## config.mk

```make
export PLATFORM = sky130hd
export DESIGN_NAME = ierdna_sched
export DESIGN_NICKNAME = d
export VERILOG_FILES = /design/src/rtl/ierdna_sched.sv
export SDC_FILE = /design/constraint.sdc
export NUM_CORES = 1
export LEC_CHECK = 0
export CORE_MARGIN = 1
export CORE_UTILIZATION = 47
export DETAILED_ROUTE_END_ITERATION = 6
export PLACE_DENSITY = 0.77
export REMOVE_ABC_BUFFERS = 1
export SLEW_MARGIN = 10
export SYNTH_ARGS = -nofsm -noshare
export SYNTH_HDL_FRONTEND = slang
export SYNTH_SLANG_ARGS = --single-unit
```

## constraint.sdc

```tcl
create_clock -name clk -period 1.6 [get_ports clk]
set_input_delay 0.24 -clock clk [delete_from_list [all_inputs] [get_ports clk]]
set_output_delay 0.24 -clock clk [all_outputs]
set_load 0.005 [all_outputs]
```

## src/rtl/ierdna_sched.sv

```systemverilog
// ierdna_sched: round-robin scheduler sharing one 1-bit ierdna datapath
// among NREQ (2..4) requesters.
//
// The winning requester's operands are latched in IDLE. KICK drives
// ide/icul complemented so the edge-sensitive datapath is forced to see a
// transition. APPLY drives the real values and captures the results, and
// RESP presents them with the requester tag.
//
// Ports:
//   clk, rst_n                 clock, synchronous active-low reset
//   req[NREQ]                  per-requester request
//   op[4*NREQ]                 operands, requester i at op[4i+3:4i] = {aral, atac, ide, icul}
//   gnt[NREQ]                  one-hot, one-cycle grant pulse (KICK cycle)
//   busy                       high in KICK/APPLY/RESP
//   rsp_valid                  one-cycle result strobe
//   rsp_id                     index of the requester being answered
//   rsp_data                   {anao, anaid, luap}
//   rsp_err                    divide-by-zero case (aral=0, icul=0)
//   rsp_mis                    captured result disagrees with the golden model
//   dp_aral..dp_icul           registered drive to the datapath
//   dp_anao, dp_anaid, dp_luap datapath results
module ierdna_sched #(
    parameter int NREQ = 2
) (
    input  logic              clk,
    input  logic              rst_n,
    input  logic [NREQ-1:0]   req,
    input  logic [4*NREQ-1:0] op,
    output logic [NREQ-1:0]   gnt,
    output logic              busy,
    output logic              rsp_valid,
    output logic [1:0]        rsp_id,
    output logic [2:0]        rsp_data,
    output logic              rsp_err,
    output logic              rsp_mis,
    output logic              dp_aral,
    output logic              dp_atac,
    output logic              dp_ide,
    output logic              dp_icul,
    input  logic              dp_anao,
    input  logic              dp_anaid,
    input  logic              dp_luap
);

    typedef enum logic [1:0] {IDLE, KICK, APPLY, RESP} state_t;

    // Golden model over the latched operand nibble {aral, atac, ide, icul}.
    function automatic logic gold_anao(input logic [3:0] n);
        return n[3] ? (n[1] ^ n[2]) : (n[0] ^ n[2]);
    endfunction

    function automatic logic gold_anaid(input logic [3:0] n);
        return n[0] ? n[2] : 1'b0;
    endfunction

    function automatic logic gold_luap(input logic [3:0] n);
        return ^n;
    endfunction

    function automatic logic is_div0(input logic [3:0] n);
        return ~n[3] & ~n[0];
    endfunction

    state_t            state_q, state_d;
    logic [1:0]        ptr_q, ptr_d;
    logic [1:0]        win_q, win_d;
    logic [3:0]        opl_q, opl_d;
    logic [NREQ-1:0]   gnt_q, gnt_d;
    logic              busy_q, busy_d;
    logic              rsp_valid_q, rsp_valid_d;
    logic [1:0]        rsp_id_q, rsp_id_d;
    logic [2:0]        rsp_data_q, rsp_data_d;
    logic              rsp_err_q, rsp_err_d;
    logic              rsp_mis_q, rsp_mis_d;
    logic              dp_aral_q, dp_aral_d;
    logic              dp_atac_q, dp_atac_d;
    logic              dp_ide_q, dp_ide_d;
    logic              dp_icul_q, dp_icul_d;

    // Requests and operands are widened to the 4-requester maximum so the
    // arbiter can index them with a plain 2-bit requester number.
    logic [3:0]        req_ext;
    logic [15:0]       op_ext;
    logic [3:0]        gnt_ext;
    logic [2:0]        idx;
    logic [1:0]        win;
    logic              found;
    logic [3:0]        sel_op;
    logic              err;

    always_comb begin
        state_d     = state_q;
        ptr_d       = ptr_q;
        win_d       = win_q;
        opl_d       = opl_q;
        gnt_d       = '0;
        busy_d      = busy_q;
        rsp_valid_d = 1'b0;
        rsp_id_d    = rsp_id_q;
        rsp_data_d  = rsp_data_q;
        rsp_err_d   = rsp_err_q;
        rsp_mis_d   = rsp_mis_q;
        dp_aral_d   = dp_aral_q;
        dp_atac_d   = dp_atac_q;
        dp_ide_d    = dp_ide_q;
        dp_icul_d   = dp_icul_q;

        req_ext = '0;
        req_ext[NREQ-1:0] = req;
        op_ext = '0;
        op_ext[4*NREQ-1:0] = op;

        // First pending requester at or after ptr, wrapping at NREQ-1.
        found = 1'b0;
        win   = ptr_q;
        idx   = '0;
        for (int k = 0; k < NREQ; k++) begin
            idx = {1'b0, ptr_q} + 3'(k);
            if (idx >= 3'(NREQ)) begin
                idx = idx - 3'(NREQ);
            end
            if (!found && req_ext[idx[1:0]]) begin
                found = 1'b1;
                win   = idx[1:0];
            end
        end
        sel_op  = op_ext[{win, 2'b00} +: 4];
        gnt_ext = '0;
        gnt_ext[win] = 1'b1;

        err = is_div0(opl_q);

        case (state_q)
            IDLE: begin
                if (found) begin
                    opl_d     = sel_op;
                    win_d     = win;
                    ptr_d     = (win == 2'(NREQ - 1)) ? 2'd0 : win + 2'd1;
                    gnt_d     = gnt_ext[NREQ-1:0];
                    busy_d    = 1'b1;
                    // ide/icul start inverted to force an edge into the datapath.
                    dp_aral_d = sel_op[3];
                    dp_atac_d = sel_op[2];
                    dp_ide_d  = ~sel_op[1];
                    dp_icul_d = ~sel_op[0];
                    state_d   = KICK;
                end
            end
            KICK: begin
                dp_ide_d  = opl_q[1];
                dp_icul_d = opl_q[0];
                state_d   = APPLY;
            end
            APPLY: begin
                // anaid is undefined in the divide-by-zero case: forced to 0
                // and excluded from the self-check.
                rsp_data_d  = {dp_anao, dp_anaid & ~err, dp_luap};
                rsp_err_d   = err;
                rsp_mis_d   = (dp_anao != gold_anao(opl_q)) |
                              (dp_luap != gold_luap(opl_q)) |
                              (~err & (dp_anaid != gold_anaid(opl_q)));
                rsp_id_d    = win_q;
                rsp_valid_d = 1'b1;
                state_d     = RESP;
            end
            RESP: begin
                busy_d  = 1'b0;
                state_d = IDLE;
            end
            default: state_d = IDLE;
        endcase
    end

    always_ff @(posedge clk) begin
        if (!rst_n) begin
            state_q     <= IDLE;
            ptr_q       <= '0;
            win_q       <= '0;
            opl_q       <= '0;
            gnt_q       <= '0;
            busy_q      <= 1'b0;
            rsp_valid_q <= 1'b0;
            rsp_id_q    <= '0;
            rsp_data_q  <= '0;
            rsp_err_q   <= 1'b0;
            rsp_mis_q   <= 1'b0;
            dp_aral_q   <= 1'b0;
            dp_atac_q   <= 1'b0;
            dp_ide_q    <= 1'b0;
            dp_icul_q   <= 1'b0;
        end else begin
            state_q     <= state_d;
            ptr_q       <= ptr_d;
            win_q       <= win_d;
            opl_q       <= opl_d;
            gnt_q       <= gnt_d;
            busy_q      <= busy_d;
            rsp_valid_q <= rsp_valid_d;
            rsp_id_q    <= rsp_id_d;
            rsp_data_q  <= rsp_data_d;
            rsp_err_q   <= rsp_err_d;
            rsp_mis_q   <= rsp_mis_d;
            dp_aral_q   <= dp_aral_d;
            dp_atac_q   <= dp_atac_d;
            dp_ide_q    <= dp_ide_d;
            dp_icul_q   <= dp_icul_d;
        end
    end

    assign gnt       = gnt_q;
    assign busy      = busy_q;
    assign rsp_valid = rsp_valid_q;
    assign rsp_id    = rsp_id_q;
    assign rsp_data  = rsp_data_q;
    assign rsp_err   = rsp_err_q;
    assign rsp_mis   = rsp_mis_q;
    assign dp_aral   = dp_aral_q;
    assign dp_atac   = dp_atac_q;
    assign dp_ide    = dp_ide_q;
    assign dp_icul   = dp_icul_q;

endmodule

```

======== Word level (Yosys, flattened, before mapping) ========
Cells that the tools add are included.
word-level totals
  input bits .............................. 15
  flip-flop bits (word level) ............. 25
  output and inout bits ................... 15
  word-level logic and storage cells ...... 81
operators by class
  equal/unequal tests ..................... 8
  multiplexer cells ....................... 24
  add/sub/neg operators ................... 4
  magnitude comparators ................... 6
  shift-type cells ........................ 1
  bitwise operators ....................... 12
  reduce and logical (&&, ||, !) cells .... 11
operator list
  kind                   count
  $shiftx A16 B5 Y4      1
  $mux W2                6
  $mux W1                11
  $lt A2 B3 Y1 const B   3
  $pmux W2 S4            1
  $pmux W1 S2            3
  $reduce_and A2 Y1      3
  $not A1 Y1             5
  $bmux W1 S2            2
  $eq A2 B1 Y1 const B   2
  $eq A2 B2 Y1 const B   2
  $reduce_bool A2 Y1     2
  $reduce_xor A4 Y1      1
  $sub A2 B2 Y2 const B  2
  $add A2 B1 Y3 const B  1
  $and A1 B1 Y1          3
  $ge A3 B2 Y1 const B   1
  $ne A1 B1 Y1           3
  $reduce_and A3 Y1      1
  $add A2 B1 Y2 const B  1
  $demux W1 S2           1
  $ge A2 B1 Y1 const B   1
  $ge A2 B2 Y1 const B   1
  $logic_and A1 B1 Y1    2
  other kinds (5)        7

======== Longest topological paths before layout ========
  depth after elaboration ................. 12
  mapped depth ............................ 6
  depth with buffers taken out ............ 6

======== Least setup slack after synthesis ========
OpenSTA, ideal clock, no wires.
  path kind ............................... register to register
  from .................................... register opl_q[3]
  to ...................................... register rsp_mis_q, in the netlist rsp_mis
  arrival ................................. 1,413 ps
  setup time .............................. 74 ps
  path buffers ............................ 1
  period minus slack after synthesis ...... 1,487 ps
  required time ........................... 1,526 ps
  path slack .............................. 113 ps
  cell stages (with the launch flop) ...... 6
  path through ............................ dfxtp_1 -> clkbuf_1 -> mux2i_1 -> nor3b_1 -> o41a_1 -> a31oi_1
between the ends
  word-level cells in the longest chain between the ends .. 5
  elaborated cells between the ends (all ways) .. 10
  classes of those cells .................. eq/ne (2); mux (1); bitwise (6); reduce/logical (1)
RTL lines
  item                                                                       line  source
  from (decl)                                                                67    logic [3:0] opl_q, opl_d;
  from (signal assigned)                                                     195   opl_q <= opl_d;
  parallel branches: the longest is 4 deep, another holds $reduce_xor A4 Y1  -
  $or A1 B1 Y1 (*)                                                           160   (dp_luap != gold_luap(opl_q)) |
  to (signal assigned)                                                       202   rsp_mis_q <= rsp_mis_d;
  to (decl)                                                                  74    logic rsp_mis_q, rsp_mis_d;
Every way passes the cells marked *.
A chain may end at the register's enable or synchronous reset.

==> impl_metrics.ini <==
[global_route]
grt_util_met2_pct = 37.1
overflow = 0
antenna_found_initial = 0
use_met3_pct = 2.68
track_usage_pct = 20.5
grt_busiest_layer = met2
grt_max_degree = 16
grt_pass1_vias = 939
grt_pass1_wl_um = 3910
grtUsageMet1_pct = 24.0

[worst_setup_path]
critPathBufInv = 1
required_ns = 1.36
setup.worst_path.class = reg -> out
cp_slowest_stage_delay_ns = 0.54
cp.arrival_ns = 1.29
critPathMaxFanout = 5
worst-path-stages = 1
crit_path_start_kind = flip-flop
crit_path_cell_trace = clkdlybuf4s50_1
r2r-end = dp_icul
r2r_slack_ns = 0.09
r2r_start = state_q[0]
cp_top_family = buffers and inverters
cpMaxStageDelayCell = clkdlybuf4s50_1
end_kind = output pin
reg2reg_depth = 6

[power_and_ir_drop]
combPwrFrac_pct = 51.1
clkPwrFrac_pct = 11.4
p_leak_nw = 0.596
p_seq_share_pct = 37.5
power_w = 0.00233
p_sw_share_pct = 36.0
peakVddDrop_mv = 1.07
p_per_area_mw_per_mm2 = 1520
p_int_w = 0.00149
power_switching_w = 0.000837

[clock_tree]
clock_latency_ns = 0.31
clk_pin_slew_ns = 0.13
cts_num_sinks = 23
root_buffer = clkbuf_4
cts_resized = 1
cts_setup_buffers = 0
hold_buffers = 0
ctsHtreeMaxLevel = 1
clock_path_buffers = 2
cts_buffers = 3
tritoncts = yes

[floorplanning]
core_area_mm2 = 0.00223
start_util_pct = 50.2
fp.dieW_um = 50.8
dieArea_mm2 = 0.00258
die_h_um = 50.8
boundaryPins = 30
std_cell_rows = 17

[cells_and_area]
multiInputGateArea_um2 = 611
fin_area_mm2 = 0.00153
fillers = 199
stdcell_count = 187
syn2layout_area_growth_pct = 36.8
fin_nets = 180
final_layout_size_suffix_gt1_share_pct = 15.1
num_antenna_cells = 0
seqCellArea_um2 = 465

[sta]
skew_ns = 0.00411
hold_viol_final = 0
finalCriticalPeriod_ns = 1.53
slew_viol_final = 0
max_slew_margin_pct = 60.5
finalSetupViolations = 0
rsz0062_at_grt = no
max_freq_ghz = 0.655
setup_ws_ns = 0.0743
setup-tns-final_ns = 0
worstMarginPinSlew_ns = 0.586
fin_crit_sh_pct = 95.4

[synthesis]
synth_top_area_share_pct = 41.1
synth_top_area_cell = dfxtp_1
synthAdderAreaFrac_pct = 6.58
synth_xor_area_share_pct = 4.35
synth_mux_area_share_pct = 6.25
synth_top_family_by_area = compound AO/OA/AOI/OAI gates
async_flop_share_pct = 0
postSynthAreaPerCell_um2 = 9.27
synth_compound_area_share_pct = 20.0
syn-cell-area_mm2 = 0.00112
ys.flop_type = dfxtp_1
synth_seq_cells = 23
synth_cells = 121
synthTopCellsByArea = dfxtp_1 41%, mux2i_1 6.3%, ha_1 5.6%
synth_simple_gate_area_share_pct = 17.3
synth_edf_count = 0
yosys_warnings = 0
seq_area_frac_synth_pct = 41.1
synth_cell_type_count = 35

[placement]
dpl_cell_area_mm2 = 0.00150
numPortBuffers = 29
dp_hpwl_um = 1860
placed_cells = 183
dp_worst_setup_slack_ns = -0.202
place_congestion = 0.731

[route]
drt_iter0_drc = 13
route.vias.total = 1038
firstDrtPassIters = 4
drt_wl_total_um = 2480
ant_nets = 0
viasPerCell = 5.55
routedWlPerCell_um = 13.2
drc = 0

[min_path]
hold_class = reg -> reg
hold_path_end = rsp_data[1]
hold_depth = 2
hold_path_startpoint = rsp_data[1]

[run_status]
status = complete, no violations

[job]
drv_cap = 0
[state kept, by name (all words and copies together), names as in the netlist]
| register | count |
|---|---|
| busy | 1 |
| dp_icul | 1 |
| state_q | 2 |
| rsp_valid | 1 |
| opl_q | 4 |
| rsp_id | 2 |
| win_q | 2 |
| rsp_mis | 1 |
| rsp_err | 1 |
| dp_ide | 1 |
| rsp_data | 3 |
| ptr_q | 2 |
| gnt | 2 |
[cells in the mapped netlist (2+ instances only)]
| cell | number |
|---|---|
| a211oi_1 | 2 |
| a21boi_0 | 2 |
| a21oi_1 | 4 |
| a221o_1 | 2 |
| a221oi_1 | 4 |
| a31oi_1 | 3 |
| and2_1 | 3 |
| and3_1 | 2 |
| clkbuf_1 | 4 |
| dfxtp_1 | 23 |
| ha_1 | 5 |
| inv_1 | 5 |
| mux2i_1 | 7 |
| nand2_1 | 6 |
| nand2b_1 | 3 |
| nor2_1 | 14 |
| nor3_1 | 8 |
| o21ai_0 | 4 |
| or2_2 | 2 |
| xnor2_1 | 3 |
[how the worst max path moves through the flow]
stage / endpoint / from / slack (ns)
floorplan: state_q[1] / state_q[0] / 0.14
global placement: dp_icul / req[1] / -0.15
detailed placement: dp_icul / req[1] / -0.20
CTS: dp_aral / opl_q[3] / 0.03
global route: opl_q[2] / state_q[0] / 0.007
finish: dp_atac / opl_q[2] / 0.07
[stage by stage]
step | hold WS (ns) | utilization (%)
detailed placement | 0.467 | 67.2
finish | 0.486 | 68.7
floorplan | 0.337 | -
CTS | 0.487 | 68.5
global placement | 0.458 | 67.2
global route | 0.506 | 68.7
[metal layers]
metal  part of all wire (%)  up-vias
li1                       -      507
met1                     42      490
met2                     51       39
met3                    6.1        2
met4                   0.85        0
met5                      0        -
[final cells by class]
cell class	instances	area share [%]
clock inverter	1	0.326
sequential	23	30.3
clock buffer	3	1.47
inverter	6	1.47
tap	28	2.28
timing repair buffer	40	24.3
multi-input combinational	86	39.8
[cell usage in the layout (no fill, tap or decap), types with 2 or more instances in the layout]
cell             netlist  layout
nand2_1                6       6
a221oi_1               4       4
a31oi_1                3       3
ha_1                   5       5
dfxtp_1               23      21
buf_4                  1      11
nor3_1                 8       8
a21oi_1                4       4
or2_2                  2       2
a21boi_0               2       2
mux2i_1                7       7
and3_1                 2       2
inv_1                  5       5
clkbuf_4               0       3
and2_1                 3       3
o21ai_0                4       2
xnor2_1                3       3
clkdlybuf4s50_1        0      29
nand2b_1               3       3
a211oi_1               2       2
o21ai_1                0       2
nor2_1                14      14
a221o_1                2       2
[power by group through the flow]
stage / Combinational (W) / Clock (W) / Sequential (W)
CTS: 0.00119 / 0.000273 / 0.000866
global route: 0.00130 / 0.000302 / 0.000897
floorplan: 0.000708 / 0 / 0.000870
detailed placement: 0.00119 / 0 / 0.000875
finish: 0.00119 / 0.000266 / 0.000872
global placement: 0.00114 / 0 / 0.000871
[kinds of logic after synthesis]
logic type	count (synthesis)
DFF	23
buffers and inverters	12
adders and majority gates	6
AOI/OAI and AO/OA	29
and+or+nand+nor	40
xor gates and xnor gates	4
muxes	7
(Power assumes the default switching activity.)
